<file path="config.mk">
export PLATFORM = sky130hd
export DESIGN_NAME = instr_decode_ctrl
export DESIGN_NICKNAME = d
export VERILOG_FILES = /design/src/rtl/instr_decode_ctrl.sv
export SDC_FILE = /design/constraint.sdc
export NUM_CORES = 1
export LEC_CHECK = 0
export CORE_ASPECT_RATIO = 1.25
export CORE_MARGIN = 2
export CORE_UTILIZATION = 45
export DETAILED_ROUTE_END_ITERATION = 12
export GPL_TIMING_DRIVEN = 0
export PLACE_DENSITY = 0.81
export RECOVER_POWER = 100
export SYNTH_ARGS = -nofsm -noshare
export SYNTH_HDL_FRONTEND = slang
export SYNTH_SLANG_ARGS = --single-unit
</file>
<file path="constraint.sdc">
create_clock -name clk -period 0.8 [get_ports clk]
set_input_delay 0.12 -clock clk [delete_from_list [all_inputs] [get_ports clk]]
set_output_delay 0.12 -clock clk [all_outputs]
set_load 0.005 [all_outputs]
</file>
<file path="src/rtl/instr_decode_ctrl.sv">
// Purpose: registered MIPS instruction decoder; one-hot ibus plus memory-stage controls.
// Latency: 1 cycle from instruc sampled at a rising edge to registered outputs.
// Backpressure: en=0 holds every output (stall); flush=1 clears to nop and overrides en.
//
// Ports:
//   clk, rst_n      clock and asynchronous active-low reset (outputs cleared while low)
//   en, flush       capture enable and synchronous clear (flush wins)
//   instruc         32-bit instruction word of this pipeline stage
//   ibus            [52:0] one-hot instruction, [53] load, [54] store, [55] reserved
//   mem_write, is_byte, is_half, is_unsigned_ld, pass_apc, is_mtc0, is_mfc0
//                   memory-stage controls derived from the same decode
module instr_decode_ctrl #(
  parameter int NUM_OF_I = 55
) (
  input  logic              clk,
  input  logic              rst_n,
  input  logic              en,
  input  logic              flush,
  input  logic [31:0]       instruc,
  output logic [NUM_OF_I:0] ibus,
  output logic              mem_write,
  output logic              is_byte,
  output logic              is_half,
  output logic              is_unsigned_ld,
  output logic              pass_apc,
  output logic              is_mtc0,
  output logic              is_mfc0
);

  logic [5:0]        op;
  logic [4:0]        rs;
  logic [4:0]        rt;
  logic [5:0]        funct;
  logic [52:0]       hit;
  logic [NUM_OF_I:0] ibus_d;

  assign op    = instruc[31:26];
  assign rs    = instruc[25:21];
  assign rt    = instruc[20:16];
  assign funct = instruc[5:0];

  always_comb begin
    hit = '0;
    if (op == 6'b000000) begin
      case (funct)
        6'b100000: hit[0]  = 1'b1;
        6'b100001: hit[1]  = 1'b1;
        6'b100010: hit[2]  = 1'b1;
        6'b100011: hit[3]  = 1'b1;
        6'b100100: hit[4]  = 1'b1;
        6'b100101: hit[5]  = 1'b1;
        6'b100110: hit[6]  = 1'b1;
        6'b100111: hit[7]  = 1'b1;
        6'b101010: hit[8]  = 1'b1;
        6'b101011: hit[9]  = 1'b1;
        // The all-zero word is the canonical nop and decodes to nothing.
        6'b000000: hit[10] = (instruc != 32'h0);
        6'b000010: hit[11] = 1'b1;
        6'b000011: hit[12] = 1'b1;
        6'b000100: hit[13] = 1'b1;
        6'b000110: hit[14] = 1'b1;
        6'b000111: hit[15] = 1'b1;
        6'b001000: hit[16] = 1'b1;
        6'b001001: hit[17] = 1'b1;
        6'b010000: hit[18] = 1'b1;
        6'b010001: hit[19] = 1'b1;
        6'b010010: hit[20] = 1'b1;
        6'b010011: hit[21] = 1'b1;
        6'b011000: hit[22] = 1'b1;
        6'b011001: hit[23] = 1'b1;
        6'b011010: hit[24] = 1'b1;
        6'b011011: hit[25] = 1'b1;
        default: ;
      endcase
    end
    case (op)
      6'b001000: hit[26] = 1'b1;
      6'b001001: hit[27] = 1'b1;
      6'b001010: hit[28] = 1'b1;
      6'b001011: hit[29] = 1'b1;
      6'b001100: hit[30] = 1'b1;
      6'b001101: hit[31] = 1'b1;
      6'b001110: hit[32] = 1'b1;
      6'b001111: hit[33] = 1'b1;
      6'b100000: hit[34] = 1'b1;
      6'b100100: hit[35] = 1'b1;
      6'b100001: hit[36] = 1'b1;
      6'b100101: hit[37] = 1'b1;
      6'b100011: hit[38] = 1'b1;
      6'b101000: hit[39] = 1'b1;
      6'b101001: hit[40] = 1'b1;
      6'b101011: hit[41] = 1'b1;
      6'b000100: hit[42] = 1'b1;
      6'b000101: hit[43] = 1'b1;
      6'b000110: hit[44] = 1'b1;
      6'b000111: hit[45] = 1'b1;
      // REGIMM: rt selects the branch flavour; other rt values are reserved.
      6'b000001: begin
        hit[46] = (rt == 5'd0);
        hit[47] = (rt == 5'd1);
      end
      6'b000010: hit[48] = 1'b1;
      6'b000011: hit[49] = 1'b1;
      // COP0: rs selects move direction; eret is matched on the full word below.
      6'b010000: begin
        hit[50] = (rs == 5'b00000);
        hit[51] = (rs == 5'b00100);
      end
      default: ;
    endcase
    hit[52] = (instruc == 32'h4200_0018);
  end

  assign ibus_d = {(instruc != 32'h0) && (hit == '0),  // reserved instruction
                   |hit[41:39],                        // store group
                   |hit[38:34],                        // load group
                   hit};

  always_ff @(posedge clk or negedge rst_n) begin
    if (!rst_n) begin
      ibus           <= '0;
      mem_write      <= 1'b0;
      is_byte        <= 1'b0;
      is_half        <= 1'b0;
      is_unsigned_ld <= 1'b0;
      pass_apc       <= 1'b0;
      is_mtc0        <= 1'b0;
      is_mfc0        <= 1'b0;
    end else if (flush) begin
      ibus           <= '0;
      mem_write      <= 1'b0;
      is_byte        <= 1'b0;
      is_half        <= 1'b0;
      is_unsigned_ld <= 1'b0;
      pass_apc       <= 1'b0;
      is_mtc0        <= 1'b0;
      is_mfc0        <= 1'b0;
    end else if (en) begin
      ibus           <= ibus_d;
      mem_write      <= hit[39] | hit[40] | hit[41];
      is_byte        <= hit[34] | hit[35] | hit[39];
      is_half        <= hit[36] | hit[37] | hit[40];
      is_unsigned_ld <= hit[35] | hit[37];
      pass_apc       <= hit[49] | hit[17];
      is_mtc0        <= hit[51];
      is_mfc0        <= hit[50];
    end
  end

endmodule

</file>
==> Yosys cells after proc, flatten, opt, wreduce, memory -nomap -nowiden <==
Index checks and enable logic that the tools add are counted.
Widths: inputs -> output; s select.
{ "word_totals": {"elab_cells": 145, "input_bits": 36, "out_inout_bits": 63, "register_bits": 63} }
{ "op_classes": {"reduce_logical": 10, "n_eq_ne": 52, "bitwise_logic": 8, "n_mux": 67} }
{ "op_table": {"columns": ["operator", "count"], "rows": [
  ["$mux 56", 2],
  ["$eq 6x6->1 const B", 18],
  ["$mux 1", 62],
  ["$eq 6x4->1 const B", 10],
  ["$eq 6x5->1 const B", 9],
  ["$logic_not 53->1", 1],
  ["$eq 6x3->1 const B", 7],
  ["$eq 32x31->1 const B", 1],
  ["$reduce_bool 32->1", 1],
  ["$mux 26", 1],
  ["$eq 6x2->1 const B", 4],
  ["$logic_not 6->1", 2],
  ["$logic_not 5->1", 2],
  ["$or 1x1->1", 8],
  ["$eq 6x1->1 const B", 1],
  ["$eq 5x1->1 const B", 1],
  ["$eq 5x3->1 const B", 1],
  ["$reduce_or 5->1", 1],
  ["$mux 2", 2],
  ["$reduce_or 3->1", 1],
  ["$reduce_bool 2->1", 1],
  ["$logic_and 1x1->1", 1]
]} }

==> Logic depth before layout (Yosys ltp) <==
{ "logic_depth": {"word_depth": 7, "depth_mapped": 7} }

==> Worst setup path after synthesis <==
No wires, ideal clock.
{ "synth_timing": {"kind": "input to register", "start": "input port instruc[31]", "end": "register ibus[15]", "path_buffers": 2, "t_required_ns": 0.732, "setup_ns": 0.068, "t_arrival_ns": 1.320, "slack_ns": -0.588, "cell_stages": 7, "path_cell_list": "buf_4 nor4_4 and2_1 buf_6 nand2_4 nor4_4 a32o_1"} }
{ "synth_between": {"elab_chain_cells": 4} }
{ "synth_rtl": {"columns": ["element", "line_no", "source"], "rows": [
  ["from (decl)", "19", "input logic [31:0] instruc,"],
  ["$logic_not 6->1", "44", "if (op == 6'b000000) begin"],
  ["$mux 26", "44", null],
  ["$mux 56", "138", "end else if (en) begin"],
  ["$mux 56", "129", "end else if (flush) begin"],
  ["to (signal assigned)", "139", "ibus <= ibus_d;"],
  ["to (decl)", "20", "output logic [NUM_OF_I:0] ibus,"]
]} }
Every way passes these cells. The select of a mux whose other input is x is not followed.
A chain may end at the register's enable or synchronous reset.

==> Worst setup path in the final report <==
{ "layout_timing": {"start": "register ibus[50]", "end": "output port ibus[50]"} }
No word-level cell between the ends.

==> summary.txt <==
Status
  • Outcome: complete, but fails checks
  • Violated checks: negative hold slack, negative setup slack

Global routing
  • First-pass GRT wire length: 15800 microns
  • Aggregate global-route resource usage: 31.2%
  • Antenna violations before repair: 0
  • Largest net degree at the start of global routing: 32
  • Total gr overflow: 0
  • Number of global-route vias before repair: 3132

Synth
  • FF+latch count, synth: 60
  • Area of the mapped netlist: 2800 sq um
  • Share of the yosys chip area belonging to registers: 53.6%
  • Cells taking the most area after synthesis: dfrtp_1, nand2_1, a22o_1, o21ai_0, a21oi_1
  • Ys async rst share: 100%
  • Syn_area_per_cell: 9.86 sq um
  • Synth Flop Type: dfrtp_1
  • Net Count, Synth: between 300 and 400
  • Ys Warns: 0
  • Most instantiated library cell after synthesis: dfrtp_1
  • EDFF count, synth: 0
  • Cell taking the most area after synthesis: dfrtp_1
  • Top cells by count, synth: dfrtp_1, nand2_1, o21ai_0, nor2_1, a21oi_1
  • Post-Synthesis Cells: between 200 and 300
  • Synth cell types: 44
  • Synth top area share: a little over half

Drt
  • Final ANT Viol Nets: 0
  • Routed WL: 11400 microns
  • DR WL/cell: 20.5 microns
  • Drt drc: 0
  • First-pass detailed-route iteration total: 5
  • Vias: ~3300
  • DR vias/cell: 5.94
  • DR iter-0 viols: 251

Place
  • DP Wirelength: about 5900 microns
  • GPL Wtd Cong: 0.885
  • Placed Cells: 462
  • Post-DP Area: 4020 sq um
  • Buffers added on ports: 92

Timing
  • Worst-margin pin slew: 0.814 ns
  • WHS: -0.156 ns
  • Fmax: 867 MHz
  • Fin Setup TNS: -19.70 ns
  • Final hold viol count: 30
  • Unrepaired setup endpoints after global routing: true
  • Fin crit share: 144%
  • Setup Viol. Count Final: roughly 120
  • Clock skew: 0 ns
  • Worst setup margin: -0.353 ns
  • Rel. slew slack: 45.8%
  • Final Max Slew Viols: 0
  • Post-layout min period: around 1.2 ns

Finish
  • Non-Filler Instances: approximately 550
  • Antenna diodes: 0
  • Cell area after layout: 4970 sq um
  • Area grow syn2layout: 77.3%
  • Layout cells sized above 1: 56.3%
  • Final Util: 81.6%
  • Final nets: approximately 500

Floorplan
  • Die Area: between 6000 and 7000 sq um
  • Starting density of the core: 46.0%
  • Total I/O pin count: 99
  • Chip height: about 90 microns
  • Chip Width: between 70 and 80 microns
  • Core area: 6090 sq um
  • Row count: 32

Power and ir drop
  • Maximum vdd drop: around 1.9 mV
  • Pleak: about 0.0025 uW
  • Power Density: approximately 1400 nW/um^2

Setup path
  • CP Capture Point: ibus[50]
  • Worst R2R Path Depth: 3
  • Setup Crit Path Kind: flop to output port
  • CP Max Fanout: 3
  • Reg-to-reg startpoint: pass_apc
  • Worst EP arrival: 1.03 ns
  • CP Data Required Time: between 0.6 and 0.7 ns
  • Crit. End Element: output port
  • Capturing point of the worst reg2reg path: pass_apc
  • Critical Path Source Type: flop
  • R2R setup slack: -0.09 ns
  • Worst setup path startpoint: ibus[50]

Clocking
  • Clock buffer count from CTS: 9
  • Worst-path clk slew: 0.09 ns
  • Clk_lat worst skew: roughly 0.34 ns
  • Clock sinks: 60
  • CTS max path bufs: 2
  • Hold-fix buffers at CTS: 1
  • H-tree Lvls: 3
  • CTS tree: yes
  • Clk root buf: clkbuf_8

Flow run
  • Maxcap violations: 0

Hold path
  • HP Class: input port to asynchronous set/reset pin
-- per-stage QoR --
stage / total power [uW] / setup slack (ns)
global route: 7250 / -0.378
floorplan: 3450 / -0.457
detailed placement: 3810 / -1.45
global placement: 3790 / -2.14
CTS: 6910 / -0.333
finish: 7070 / -0.353
-- how the worst min path moves through the flow --
stage | startpoint | end | depth (start not counted)
after global routing | rst_n | ibus[48] | 1
after global placement | instruc[5] | ibus[12] | 2
final | rst_n | ibus[30] | 1
after detailed placement | rst_n | ibus[42] | 1
after floorplan | rst_n | ibus[0] | 0
after CTS | rst_n | ibus[42] | 1
-- registers in the layout, summed over array words and instances (netlist names) --
| name | flops |
|---|---|
| is_half | 1 |
| ibus | 56 |
| pass_apc | 1 |
| is_unsigned_ld | 1 |
| is_byte | 1 |
-- metal layers --
| layer | wire length, microns | global-route usage, % | share of wire, % | up-vias |
|---|---|---|---|---|
| met5 | 0 | 0 | 0 | - |
| met1 | 3950 | 35.8 | 35 | 1634 |
| li1 | - | - | - | 1390 |
| met4 | 729 | 18.0 | 6.4 | 0 |
| met2 | 5920 | 50.9 | 52 | 193 |
| met3 | 766 | 8.57 | 6.7 | 71 |
-- cell families (layout without fill, tap and decap cells) --
group / Yosys count / in the layout / synth area share (%)
buffers and inverters: 24 / 209 / 4.20
AND/OR/NAND/NOR: 133 / 133 / 25.9
flip-flops: 60 / 60 / 53.6
AO/OA/AOI/OAI: 67 / 67 / 16.3
-- placed cells by master, fill, tap and decap left out, types with 3 or more instances in the layout --
cell / instances
nand2_2: 4
buf_2: 67
buf_6: 37
a22oi_2: 5
o21ai_0: 7
nand4_1: 6
nand2b_4: 4
a21oi_2: 8
buf_4: 50
dfrtp_1: 60
a21oi_1: 8
nand3_1: 5
nand2_1: 38
nor3b_4: 3
a32o_1: 6
clkbuf_4: 5
nor4_4: 7
nor2b_4: 3
clkbuf_2: 9
dlygate4sd2_1: 4
nor2_1: 13
nor2b_1: 4
nand3_2: 6
nor3_4: 7
clkdlybuf4s15_1: 5
a22o_1: 14
nand2_4: 3
clkbuf_8: 10
o21ai_1: 9
buf_8: 5
nor2_4: 4
-- layout make-up --
| type | instances | area, sq um |
|---|---|---|
| Tap cell | 85 | 106 |
| Sequential cell | 60 | 1500 |
| Clock inverter | 5 | 77.6 |
| Timing Repair Buffer | 171 | 1320 |
| Fill cell | 335 | 1120 |
| Clock buffer | 10 | 128 |
| Buffer | 21 | 210 |
| Multi-Input combinational cell | 200 | 1620 |
| Inverter | 2 | 7.51 |
-- worst max-delay path: stages, from the launching register on --
cell     delay, ns
dfrtp_1       0.44
buf_6         0.14
buf_6         0.10
-- report_power, final --
| part | leakage [uW] | internal, uW | total (uW) | switching, uW |
|---|---|---|---|---|
| clock network | 0.000102 | 1730 | 3000 | 1270 |
| registers | 0.000837 | 3050 | 3060 | 9.77 |
| logic | 0.00156 | 454 | 1020 | 565 |
-- what timing repair did --
| item | 4_1_cts | 5_1_grt |
|---|---|---|
| pin swaps | 61 | 49 |
| buffers inserted | 58 | 28 |
| gates resized for setup | 421 | 48 |
| cloned | 1 | 0 |
| hold endpoints to repair | 31 | 30 |
| setup endpoints to repair | 123 | 113 |
Power figures use the tool's default switching activity.
